File: src/rtl/instruction_fetch_unit.sv
// Fetch stage: owns the PC, captures instruction memory data into the IF/ID register.
// Define FETCH_PERF_COUNTERS_EN to add fetch/stall/redirect performance counters.
module instruction_fetch_unit #(
    parameter int              XLEN      = 32,
    parameter logic [XLEN-1:0] RESET_PC  = '0,
    parameter logic [XLEN-1:0] PC_STEP   = 1,
    parameter logic [XLEN-1:0] HALT_INSN = 32'h00000073
) (
    input  logic            clk,
    input  logic            rst_n,
    output logic [XLEN-1:0] ins_addr,
    input  logic [XLEN-1:0] instruction,
    input  logic            redirect_valid,
    input  logic [XLEN-1:0] redirect_target,
    output logic            id_valid,
    input  logic            id_ready,
    output logic [XLEN-1:0] id_instr,
    output logic [XLEN-1:0] id_pc,
    output logic            halted
`ifdef FETCH_PERF_COUNTERS_EN
    ,
    output logic [XLEN-1:0] perf_fetches,
    output logic [XLEN-1:0] perf_stalls,
    output logic [XLEN-1:0] perf_redirects
`endif
);

    typedef enum logic [1:0] {
        BOOT,
        RUN,
        HALTED
    } state_t;

    state_t          state;
    logic [XLEN-1:0] pc;
    logic            load;

    assign ins_addr = pc;
    assign load     = (state == RUN) && (!id_valid || id_ready);

    // Redirect outranks capture so a wrong-path instruction (including an ECALL) never survives.
    always_ff @(posedge clk or negedge rst_n) begin
        if (!rst_n) begin
            pc       <= RESET_PC;
            state    <= BOOT;
            id_valid <= 1'b0;
            id_instr <= '0;
            id_pc    <= '0;
            halted   <= 1'b0;
        end else if (redirect_valid) begin
            pc       <= redirect_target;
            id_valid <= 1'b0;
            state    <= RUN;
            halted   <= 1'b0;
        end else if (load) begin
            id_instr <= instruction;
            id_pc    <= pc;
            id_valid <= 1'b1;
            if (instruction == HALT_INSN) begin
                state  <= HALTED;
                halted <= 1'b1;
            end else begin
                pc <= pc + PC_STEP;
            end
        end else begin
            if (id_valid && id_ready) begin
                id_valid <= 1'b0;
            end
            if (state == BOOT) begin
                state <= RUN;
            end
        end
    end

`ifdef FETCH_PERF_COUNTERS_EN
    // Fetches count actual captures, so a load cycle overridden by a redirect is not counted.
    always_ff @(posedge clk or negedge rst_n) begin
        if (!rst_n) begin
            perf_fetches   <= '0;
            perf_stalls    <= '0;
            perf_redirects <= '0;
        end else begin
            if (load && !redirect_valid) begin
                perf_fetches <= perf_fetches + 1'b1;
            end
            if ((state == RUN) && id_valid && !id_ready) begin
                perf_stalls <= perf_stalls + 1'b1;
            end
            if (redirect_valid) begin
                perf_redirects <= perf_redirects + 1'b1;
            end
        end
    end
`endif

endmodule

File: config.mk
export PLATFORM = sky130hd
export DESIGN_NAME = instruction_fetch_unit
export DESIGN_NICKNAME = d
export VERILOG_FILES = /design/src/rtl/instruction_fetch_unit.sv
export SDC_FILE = /design/constraint.sdc
export NUM_CORES = 1
export LEC_CHECK = 0
export CAP_MARGIN = 20
export CELL_PAD_IN_SITES_DETAIL_PLACEMENT = 1
export CELL_PAD_IN_SITES_GLOBAL_PLACEMENT = 1
export CORE_ASPECT_RATIO = 0.75
export CORE_MARGIN = 4
export CORE_UTILIZATION = 38
export DETAILED_ROUTE_END_ITERATION = 7
export PLACE_DENSITY_LB_ADDON = 0.1
export SYNTH_ARGS = -nofsm -noshare
export SYNTH_HDL_FRONTEND = slang
export SYNTH_SLANG_ARGS = --single-unit
File: constraint.sdc
create_clock -name clk -period 6.1 [get_ports clk]
set_input_delay 1.83 -clock clk [delete_from_list [all_inputs] [get_ports clk]]
set_output_delay 1.83 -clock clk [all_outputs]
set_load 0.005 [all_outputs]
==> flow_summary.toml <==
[global_route]
antenna_found_initial = 0
grt_pass1_wl_um = 24900
grt_usage = 0.207
overflow = 0
grt_pass1_vias = 4532
grt_max_degree = 58

[synth]
ys_seq_area_frac = 0.513
yosys.area.top_type = "dfrtp_1"
synth_edf_count = 0
ys_ff_latch = 100
syn_area_per_cell_um2 = 11.6
netlist_instances = 420
synth_cell_type_count = 55
syn-num-nets = 489
synthArstFlopShare = 1.00
synth_warnings = 0
synth_top_flop_cell = "dfrtp_1"
synth_area_um2 = 4870
yosysMostFrequentCell = "dfrtp_1"
netlist_top_cells_area = "dfrtp_1 51%, mux2_2 15%, nor2_1 2.5%"
synth_top_area_share = 0.513
yosys-top-cells-count = "100 x dfrtp_1, 64 x mux2_2, 33 x nor2_1"

[critical_path]
worst_r2r_path_depth = 5
worst-setup-path-type = "input port to register"
start_kind = "input port"
r2r_slack_ps = 3390
worstReg2RegStart = "ins_addr[8]"
required_ps = 6330
crit_arrival_ps = 4370
r2r-end = "ins_addr[31]"
end_kind = "register"
critPathMaxFanout = 47

[hold_path]
whs_path_depth = 2
hp-class = "register to register"
min_from = "state[0]"
hold_end = "state[0]"

[timing]
finalCritPeriodShare = 0.678
maxSlewViolCount = 0
clock_skew_ps = 7.93
fmax_ghz = 0.242
finalSetupTns_ps = 0
hold_viol = 0
slew_headroom = 0.436
rsz0062_at_grt = "no"
worst_pin_slew_ps = 839
fin_crit_ps = 4130
setup_viol = 0

[clock_tree]
ctsResizeCount = 0
cts.htree.levels = 3
clkTransAtPathRegs_ps = 80
cts.sinks = 100
cts_root_buf = "clkbuf_16"
insertion_delay_ps = 350
hold_buffers = 0
tritoncts = "done"
cts_buffers = 9
clock_path_buffers = 2
cts_setup_buffers = 0

[detailed_routing]
via_per_inst = 5.60
routed-via-count = 4164
first_pass_iters = 5
first_iter_violations = 222
post_drt_wl_per_cell_um = 20.5
totalWireLength_um = 15200
route.met2.wl_um = 7300
remaining_drc_errors = 0
ant_nets = 0
drt-met1-wl_um = 6930
wl_met3_um = 827
routed.top_layer = "met4"

[floorplanning]
die_x_um = 139
coreArea_um2 = 12400
rows = 35
die-area_um2 = 14700
io_pins = 166
initial_core_util = 0.393
dieHeight_um = 106

[run_status]
status = "finished, final reports clean"

[placement]
numPortBuffers = 165
place.gp.congestion = 0.784
place.detailed.hpwl_um = 11000

[power_and_ir_drop]
p_int_mw = 1.32
seq_power_share = 0.458
ir_worst_vdd_mv = 0.183
power_frac_clock = 0.313
p_per_area_nw_per_um2 = 263
leakage_nw = 2.61
switching_share = 0.274
p_sw_uw = 497
p_comb_frac = 0.229

[layout]
drive_gt1_frac = 0.196
utilization = 0.556
synthToLayoutAreaGrowth_pct = 41.3
diodes = 0
nFillCells = 1308
nets = 642

[job]
maxCapViolCount = 0
layer usage:
layer	GRT usage	vias up
met1	0.277	2108
met3	0.0567	12
met2	0.337	127
li1	-	1917
met4	0.0489	0
met5	0	-
critical path, stage by stage:
cell and delay (ps):
clkdlybuf4s50_1 420, or4_4 550, nor4_4 530, and3_4 590, nor3_1 120, o311a_1 300
cell type report:
cell class | count | area (µm²) | area share
clock buffer | 10 | 239 | 0.0347
clock inverter | 6 | 56.3 | 0.00817
inverter | 5 | 18.8 | 0.00272
multi-input combinational | 288 | 2170 | 0.315
sequential | 100 | 2500 | 0.363
tap | 166 | 208 | 0.0302
timing repair buffer | 169 | 1690 | 0.246
through the flow:
stage	setup slack (ps)	std cells	total power [mW]	area [µm²]	hold slack, ps
after CTS	2000	744	1.84	6890	506
after global placement	1720	728	1.25	6590	479
after floorplan	2440	420	0.970	4870	467
after global routing	1880	744	1.91	6890	515
after detailed placement	1620	728	1.26	6590	488
final	1970	744	1.81	6890	507
power by group through the flow:
stage	logic [mW]	clock network (mW)	registers (mW)
after floorplan	0.142	0	0.828
after global placement	0.412	0	0.834
after detailed placement	0.421	0	0.842
after CTS	0.423	0.585	0.830
after global routing	0.448	0.618	0.844
final	0.415	0.568	0.829
cell usage in the layout (no fill, tap or decap), types with 6 or more instances in the layout:
cell | synthesis | final
o31ai_1 | 16 | 16
a31oi_1 | 19 | 19
clkdlybuf4s50_1 | 0 | 164
nand3_1 | 15 | 15
a221o_1 | 6 | 6
nor3_1 | 7 | 7
clkbuf_16 | 0 | 9
nor4_1 | 6 | 6
dfrtp_1 | 100 | 100
mux2_2 | 64 | 64
nand4_1 | 16 | 16
nor2_1 | 33 | 32
or4_1 | 7 | 7
or4_2 | 13 | 13
nand2_1 | 22 | 22
how the worst max path moves through the flow:
stage / start / endpoint / slack [ps] / depth (start not counted)
after global routing: instruction[9] / ins_addr[12] / 1880 / 6
final: instruction[9] / ins_addr[12] / 1970 / 6
after detailed placement: instruction[9] / ins_addr[12] / 1620 / 6
after global placement: instruction[9] / ins_addr[11] / 1720 / 6
after CTS: instruction[9] / ins_addr[12] / 2000 / 6
after floorplan: instruction[9] / ins_addr[24] / 2440 / 7
state kept, by name (all words and copies together), names as in the netlist:
register / flops
halted: 1
id_instr: 32
id_pc: 32
id_valid: 1
ins_addr: 32
state: 2
kinds of logic after synthesis:
| logic type | Yosys count | synth area share |
|---|---|---|
| simple gates | 156 | 0.192 |
| buf+inv | 32 | 0.0424 |
| compound gates | 66 | 0.0996 |
| mux | 65 | 0.150 |
| fa+ha+maj | 1 | 0.00257 |
| flops | 100 | 0.513 |
Power figures use the tool's default switching activity.
